$ cat config.mk
export PLATFORM = sky130hd
export DESIGN_NAME = alu_mode_unit
export DESIGN_NICKNAME = d
export VERILOG_FILES = /design/src/rtl/alu_mode_unit.sv
export SDC_FILE = /design/constraint.sdc
export NUM_CORES = 1
export LEC_CHECK = 0
export ABC_AREA = 1
export CAP_MARGIN = 20
export CORE_AREA = 2 2 61 63
export CTS_BUF_LIST = sky130_fd_sc_hd__clkbuf_16
export CTS_CLUSTER_SIZE = 24
export DETAILED_ROUTE_END_ITERATION = 16
export DIE_AREA = 0 0 63 65
export GPL_TIMING_DRIVEN = 1
export PLACE_DENSITY_LB_ADDON = 0.15
export RECOVER_POWER = 50
export SYNTH_ARGS = -nofsm -noshare
export SYNTH_HDL_FRONTEND = slang
export SYNTH_SLANG_ARGS = --single-unit
$ cat constraint.sdc
create_clock -name clk -period 2.2 [get_ports clk]
set_input_delay 0.22 -clock clk [delete_from_list [all_inputs] [get_ports clk]]
set_output_delay 0.22 -clock clk [all_outputs]
set_load 0.01 [all_outputs]
$ cat src/rtl/alu_mode_unit.sv
// -----------------------------------------------------------------------------
// alu_mode_unit
//
// Purpose:
//   Button-controlled ALU. Two raw push-buttons step a saturating mode
//   register. The mode register picks one of up to eight operations. Each
//   operation runs on two WIDTH-bit operands, and the result and flags are
//   registered with one cycle of latency. Both buttons are synchronised and
//   debounced inside this block.
//
// Parameters:
//   WIDTH            operand/result width in bits (2..32)
//   NUM_MODES        number of selectable ops (1..8), mode range 0..NUM_MODES-1
//   DEBOUNCE_CYCLES  consecutive synced samples that differ from the debounced
//                    level before the new level is accepted (>=1)
//
// Ports:
//   clk           in   system clock, rising edge
//   rst           in   synchronous reset, active-low
//   control_up    in   raw async button, active-high, mode +1
//   control_down  in   raw async button, active-high, mode -1
//   in_valid      in   a/b are sampled this cycle
//   a, b          in   WIDTH-bit two's complement operands
//   control_led   out  current mode register
//   out_valid     out  result/flags were updated on the last edge
//   result        out  registered ALU result
//   carry         out  carry-out (add/sub only; for sub, 1 = no borrow)
//   zero          out  result == 0
//   overflow      out  signed overflow (add/sub only)
// -----------------------------------------------------------------------------
module alu_mode_unit #(
  parameter int WIDTH           = 4,
  parameter int NUM_MODES       = 8,
  parameter int DEBOUNCE_CYCLES = 4
) (
  input  logic             clk,
  input  logic             rst,
  input  logic             control_up,
  input  logic             control_down,
  input  logic             in_valid,
  input  logic [WIDTH-1:0] a,
  input  logic [WIDTH-1:0] b,
  output logic [2:0]       control_led,
  output logic             out_valid,
  output logic [WIDTH-1:0] result,
  output logic             carry,
  output logic             zero,
  output logic             overflow
);

  // The counter only needs to reach DEBOUNCE_CYCLES, because it clears as
  // soon as it gets there.
  localparam int CNT_W = $clog2(DEBOUNCE_CYCLES + 1);
  localparam logic [CNT_W-1:0] CNT_TARGET = CNT_W'(DEBOUNCE_CYCLES);
  localparam logic [2:0] MODE_MAX = 3'(NUM_MODES - 1);
  localparam int MSB = WIDTH - 1;

  // Operation codes for the mode register.
  localparam logic [2:0] OP_ADD = 3'd0;
  localparam logic [2:0] OP_SUB = 3'd1;
  localparam logic [2:0] OP_NOT = 3'd2;
  localparam logic [2:0] OP_AND = 3'd3;
  localparam logic [2:0] OP_OR  = 3'd4;
  localparam logic [2:0] OP_XOR = 3'd5;
  localparam logic [2:0] OP_SLT = 3'd6;
  localparam logic [2:0] OP_EQ  = 3'd7;

  // Bit 0 carries the up button and bit 1 carries the down button, all the
  // way through the button path.
  logic [1:0] btn_raw;
  logic [1:0] sync1_d, sync1_q;
  logic [1:0] sync2_d, sync2_q;
  logic [1:0] lvl_d, lvl_q;
  logic [1:0] lvl_dly_d, lvl_dly_q;
  logic [CNT_W-1:0] cnt_d [2];
  logic [CNT_W-1:0] cnt_q [2];
  logic [1:0] press;

  logic [2:0] mode_d, mode_q;

  logic             out_valid_d, out_valid_q;
  logic [WIDTH-1:0] result_d, result_q;
  logic             carry_d, carry_q;
  logic             zero_d, zero_q;
  logic             overflow_d, overflow_q;

  logic [WIDTH-1:0] alu_res;
  logic             alu_carry;
  logic             alu_ovf;
  logic [WIDTH:0]   add_ext;
  logic [WIDTH:0]   sub_ext;

  assign btn_raw = {control_down, control_up};

  // Button path. A 2-FF synchroniser feeds a debouncer. The debouncer counts
  // how many cycles in a row the synced level has differed from the accepted
  // level. Any sample that agrees with the accepted level restarts the count,
  // so short glitches never get through.
  always_comb begin
    sync1_d   = btn_raw;
    sync2_d   = sync1_q;
    lvl_d     = lvl_q;
    lvl_dly_d = lvl_q;
    for (int i = 0; i < 2; i++) begin
      cnt_d[i] = '0;
      if (sync2_q[i] != lvl_q[i]) begin
        if (cnt_q[i] + CNT_W'(1) == CNT_TARGET) begin
          lvl_d[i] = sync2_q[i];
        end else begin
          cnt_d[i] = cnt_q[i] + CNT_W'(1);
        end
      end
    end
  end

  // A press pulse fires only on the rising edge of the debounced level. A
  // held button therefore steps the mode once, and a release does nothing.
  assign press = lvl_q & ~lvl_dly_q;

  // Saturating mode register. Simultaneous pulses cancel out.
  always_comb begin
    mode_d = mode_q;
    if (press[0] && !press[1] && (mode_q < MODE_MAX)) begin
      mode_d = mode_q + 3'd1;
    end else if (press[1] && !press[0] && (mode_q != 3'd0)) begin
      mode_d = mode_q - 3'd1;
    end
  end

  // ALU datapath. The add and subtract sums are formed one bit wider than
  // the operands so that the top bit is the carry-out. Subtraction uses
  // a + ~b + 1, so a carry of 1 means no borrow occurred.
  always_comb begin
    add_ext   = {1'b0, a} + {1'b0, b};
    sub_ext   = {1'b0, a} + {1'b0, ~b} + (WIDTH+1)'(1);
    alu_res   = '0;
    alu_carry = 1'b0;
    alu_ovf   = 1'b0;
    case (mode_q)
      OP_ADD: begin
        alu_res   = add_ext[WIDTH-1:0];
        alu_carry = add_ext[WIDTH];
        alu_ovf   = (a[MSB] == b[MSB]) && (add_ext[MSB] != a[MSB]);
      end
      OP_SUB: begin
        alu_res   = sub_ext[WIDTH-1:0];
        alu_carry = sub_ext[WIDTH];
        alu_ovf   = (a[MSB] != b[MSB]) && (sub_ext[MSB] != a[MSB]);
      end
      OP_NOT: alu_res = ~a;
      OP_AND: alu_res = a & b;
      OP_OR:  alu_res = a | b;
      OP_XOR: alu_res = a ^ b;
      // A true signed compare. It gives the right answer even where a - b
      // would overflow.
      OP_SLT: alu_res[0] = ($signed(a) < $signed(b));
      OP_EQ:  alu_res[0] = (a == b);
      default: alu_res = '0;
    endcase
  end

  // Output register. It loads only when an operand pair arrives, and
  // otherwise it holds its value while out_valid drops.
  always_comb begin
    out_valid_d = in_valid;
    result_d    = result_q;
    carry_d     = carry_q;
    zero_d      = zero_q;
    overflow_d  = overflow_q;
    if (in_valid) begin
      result_d   = alu_res;
      carry_d    = alu_carry;
      zero_d     = (alu_res == '0);
      overflow_d = alu_ovf;
    end
  end

  // State registers. Reset overrides everything, including any debounce in
  // progress and any op sampled on the same edge.
  always_ff @(posedge clk) begin
    if (!rst) begin
      sync1_q     <= '0;
      sync2_q     <= '0;
      lvl_q       <= '0;
      lvl_dly_q   <= '0;
      cnt_q[0]    <= '0;
      cnt_q[1]    <= '0;
      mode_q      <= '0;
      out_valid_q <= 1'b0;
      result_q    <= '0;
      carry_q     <= 1'b0;
      zero_q      <= 1'b0;
      overflow_q  <= 1'b0;
    end else begin
      sync1_q     <= sync1_d;
      sync2_q     <= sync2_d;
      lvl_q       <= lvl_d;
      lvl_dly_q   <= lvl_dly_d;
      cnt_q[0]    <= cnt_d[0];
      cnt_q[1]    <= cnt_d[1];
      mode_q      <= mode_d;
      out_valid_q <= out_valid_d;
      result_q    <= result_d;
      carry_q     <= carry_d;
      zero_q      <= zero_d;
      overflow_q  <= overflow_d;
    end
  end

  assign control_led = mode_q;
  assign out_valid   = out_valid_q;
  assign result      = result_q;
  assign carry       = carry_q;
  assign zero        = zero_q;
  assign overflow    = overflow_q;

endmodule
# == Word level (Yosys, flattened, before mapping) ==
# Memory sizes are Yosys's and may differ from the RTL's.
# Cells that the tools add are included.
# word_totals
regBits,19
ram_bits,6
in_bits,13
out_inout_bits,11
word_cells,74
memories,1
# op_classes
addsub,7
order_cmp,2
eq_ne,16
n_mux,14
n_bitwise,9
reduce_logical,14
# memory_table
name,depth,width,read_ports,rd_clocked_by_memory_dff,write_ports,line_no,rtl
cnt_q,2,3,2,0,2,76,logic [CNT_W-1:0] cnt_q [2];
# ops
cell,count
2-to-1 mux 3 bit,8
equality test 3 bit (second input constant),6
one-hot mux 3 bit (6 select lines),1
adder 4 x 4 -> 5 bit,2
adder 3 x 1 -> 3 bit (second input constant),3
NOT 4 bit,2
one-hot mux 1 bit (8 select lines),1
equality test 3 x 2 -> 1 bit (second input constant),2
logical AND 1 bit,6
adder 5 x 1 -> 5 bit (second input constant),1
!= test 1 bit,5
bitwise AND 4 bit,1
equality test 4 bit,1
logical NOT 4 bit,1
less-than comparator 4 bit,1
bitwise OR 4 bit,1
one-hot mux 1 bit (2 select lines),2
AND reduction 2 bit,2
bitwise XOR 4 bit,1
equality test 3 x 1 -> 1 bit (second input constant),1
logical NOT 3 bit,1
less-than comparator 3 bit (second input constant),1
nonzero test 3 bit,1
subtractor 3 x 1 -> 3 bit (second input constant),1
7 further kinds,10

# == Logic depth before layout (Yosys ltp) ==
# depth
ltp_word,7
depth_mapped,13
ltp_nobuf,13

# == Worst setup path before layout ==
# Ideal clock, no wire load.
# synth_path
path_type,in2reg
start,input port a[0]
end,register zero_q (netlist: zero)
setup_time_ns,0.066
arrival_ns,1.497
required_time_ns,2.134
path_slack_ns,0.637
path_stages,11
path_buffers,0
path_cell_list,inv_1 ha_1 inv_1 fa_1 nand3_1 nand3_1 nor2_1 nand3_1 nor2_1 nand2_1 a21oi_2
# synth_via
elab_chain_cells,4
elab_cells_between_ends,12
classes_between,add/sub: 3; order compare: 1; eq/ne: 1; mux: 2; bitwise: 4; reduce/logical: 1
# synth_lines
element,line_no,rtl
start: declaration,41,"input logic [WIDTH-1:0] a,"
adder 4 x 4 -> 5 bit,135,"sub_ext = {1'b0, a} + {1'b0, ~b} + (WIDTH+1)'(1);"
adder 5 x 1 -> 5 bit,135,
one-hot mux 1 bit (8 select lines) or one-hot mux 3 bit (6 select lines) (tied branches),139,case (mode_q)
logical NOT 4 bit (*),173,zero_d = (alu_res == '0);
end signal: assignment,205,zero_q <= zero_d;
end: declaration,84,"logic zero_d, zero_q;"
# Mark *: on every way between the ends. The rest lies on a longest branch, timed or not.
# A chain may end at the register's enable or synchronous reset.

# == Worst setup path after layout ==
# Ends and elaborated chain as after synthesis.

==> flow_summary.yaml <==
grt:
  grt_max_degree: 19
  grt_pass1_wl_um: 5890
  antenna_found_initial: 0
  grt_usage_pct: 17.7
  grt_overflow: 0
  grt_pass1_vias: 1382
floorplanning:
  core_area_um2: 3500
  die_h_um: 65
  chipWidth_um: 63
  die-area_um2: 4100
  ios: 24
  initial_core_util_pct: 48.1
  rows: 22
yosys:
  ys_top_cells_by_count: "46 x nand2_1, 45 x inv_1, 27 x nand3_1, 27 x nor2_1, 25 x dfxtp_1"
  netlist_instances: 239
  syn_nets: 277
  syn_area_per_cell_um2: 7.03
  synth_ff_type: "dfxtp_1"
  async_flop_share_pct: 0
  synth.distinct_cells: 22
  synthTopCellsByArea: "dfxtp_1 30%, ha_1 17%, nand2_1 10%"
  synth-edff-count: 0
  ys_seq_area_share_pct: 29.8
  synth_top_area_share_pct: 29.8
  synth_most_common_cell: "nand2_1"
  synthesis.area_um2: 1680
  ys_warn_count: 0
  synth-seq-cells: 25
  synth_top_area_cell: "dfxtp_1"
layout:
  fin_util_pct: 59.3
  fillers: 348
  final_nets: 308
  syn2layout_area_growth_pct: 23.4
  num_antenna_cells: 0
  drive_gt1_share_pct: 5.58
  design_area_um2: 2070
outcome:
  status: "finished, final reports clean"
power:
  vdd_drop_max_mv: 0.571
  p_per_area_nw_per_um2: 505
  total_power_mw: 1.05
  p_leak_nw: 1.11
route:
  vias: 1495
  drtAntennaViolNets: 0
  first_pass_iters: 4
  via_per_inst: 4.72
  drtIter0Drc: 107
  routed_wl_um: 3320
  drcViolationCount: 0
  routedWlPerCell_um: 10.5
flow_run:
  max_cap_violations: 0
worst_setup_path:
  r2r_start: "control_led[0]"
  startpoint_type: "primary input"
  end_kind: "flip-flop"
  crit_arrival_ns: 2.14
  crit_required_ns: 2.39
  r2r_cells: 9
  critPathMaxFanout: 3
  criticalPathCategory: "in -> reg"
  rrSetupSlack_ns: 0.45
  r2r_end: "control_led[0]"
timing:
  setup_viol: 0
  grt_setup_unrepaired: "false"
  hold_viol: 0
  fmax_mhz: 513
  fin_crit_sh_pct: 88.5
  slew_headroom_pct: 62.3
  fin_skew_ns: 0.00278
  drv_slew: 0
  min_period_ns: 1.95
  tightest_slew_ns: 0.564
  fin_ws_ns: 0.252
worst_hold_path:
  min_from: "sync1_q[0]"
  holdPathEnd: "sync2_q[0]"
  hold_depth: 2
  hold_class: "reg -> reg"
clock_network:
  clockBufferDepth: 2
  numCtsBuffers: 3
  clockRootBuffer: "clkbuf_16"
  cts.reportedPaths.clkPinSlew_ns: 0.06
  cts_tree: "done"
  post_cts_resized: 0
  worstSkewPairLatency_ns: 0.25
  post_cts_buffers: 0
  hold_buffers: 0
  cts-htree-levels: 1
  clock_sinks: 25
placed_design:
  gp_congestion: 0.894
  port_buffers: 23
  hpwl_um: 2640
  pre_cts_slack_ns: -0.0116
  postPlaceCellArea_um2: 2000
## power breakdown
part	switching [mW]	total [mW]	internal [mW]
combinational	0.0990	0.186	0.0869
clock	0.143	0.386	0.242
sequential	0.00761	0.476	0.468
## through the flow
step | std cells | hold slack, ns | setup TNS, ns
2_1_floorplan | 239 | 0.318 | 0
5_1_grt | 317 | 0.442 | 0
4_1_cts | 317 | 0.415 | 0
6_report | 317 | 0.414 | 0
3_5_place_dp | 313 | 0.401 | -0.0116
3_3_place_gp | 313 | 0.393 | 0
## state kept, by name, summed over array words and instances (netlist names)
signal	cells
cnt_q	6
result	4
control_led	3
lvl_dly_d	2
lvl_dly_q	2
sync1_q	2
sync2_q	2
carry	1
out_valid	1
overflow	1
zero	1
## logic make-up (layout without fill, tap and decap cells)
logic type,Yosys count,after routing,share of synthesized area (%)
adders and majority gates,25,25,19.5
and+or+nand+nor,104,104,26.1
buffers and inverters,51,81,12.0
DFF,25,25,29.8
xor gates and xnor gates,6,6,3.13
AOI/OAI and AO/OA,28,28,9.46
## cell type report
class	instances	area, um2	area share (%)
Multi-Input combinational cell	163	978	47.2
Sequential cell	25	500	24.1
Timing Repair Buffer	30	279	13.5
Inverter	47	176	8.51
Clock buffer	3	75.1	3.62
Tap cell	48	60.1	2.90
Clock inverter	1	3.75	0.181
## worst max-delay path by stage
| stage | to | cells past startpoint | start |
|---|---|---|---|
| 6_report | zero | 12 | a[0] |
| 5_1_grt | zero | 12 | a[0] |
| 4_1_cts | zero | 12 | a[0] |
| 3_5_place_dp | zero | 12 | a[0] |
| 3_3_place_gp | zero | 12 | a[0] |
| 2_1_floorplan | zero | 11 | a[0] |
## critical path: stages
cell	delay (ns)
clkdlybuf4s50_1	0.48
inv_1	0.07
ha_1	0.19
inv_1	0.08
fa_1	0.42
nand3_1	0.09
nand3_1	0.08
nor2_1	0.14
nand3_1	0.08
nor2_1	0.11
nand2_1	0.07
a21oi_2	0.10
## layout by cell type (no fill, tap or decap)
cell type and n:
a21oi_1 11, xor2_1 6, o211ai_1 4, clkdlybuf4s50_1 19
o21ai_1 1, fa_1 2, nand2_4 1, buf_4 6
inv_1 46, clkbuf_1 1, a21oi_2 2, or2_1 1
nor2_2 1, nand2_1 46, inv_2 2, clkbuf_16 3
dfxtp_1 25, ha_1 23, a31oi_1 1, nand3_1 27
dlygate4sd3_1 4, o21ai_0 9, nor2_1 27, nand4_1 1
## per-layer routing
layer  global-route usage (%)  wire length (um)
met5                        0                 0
met4                     2.50                11
met3                     3.99               149
met2                     28.9              1480
met1                     24.4              1680
Note: power is estimated with default switching activity, not from simulation.
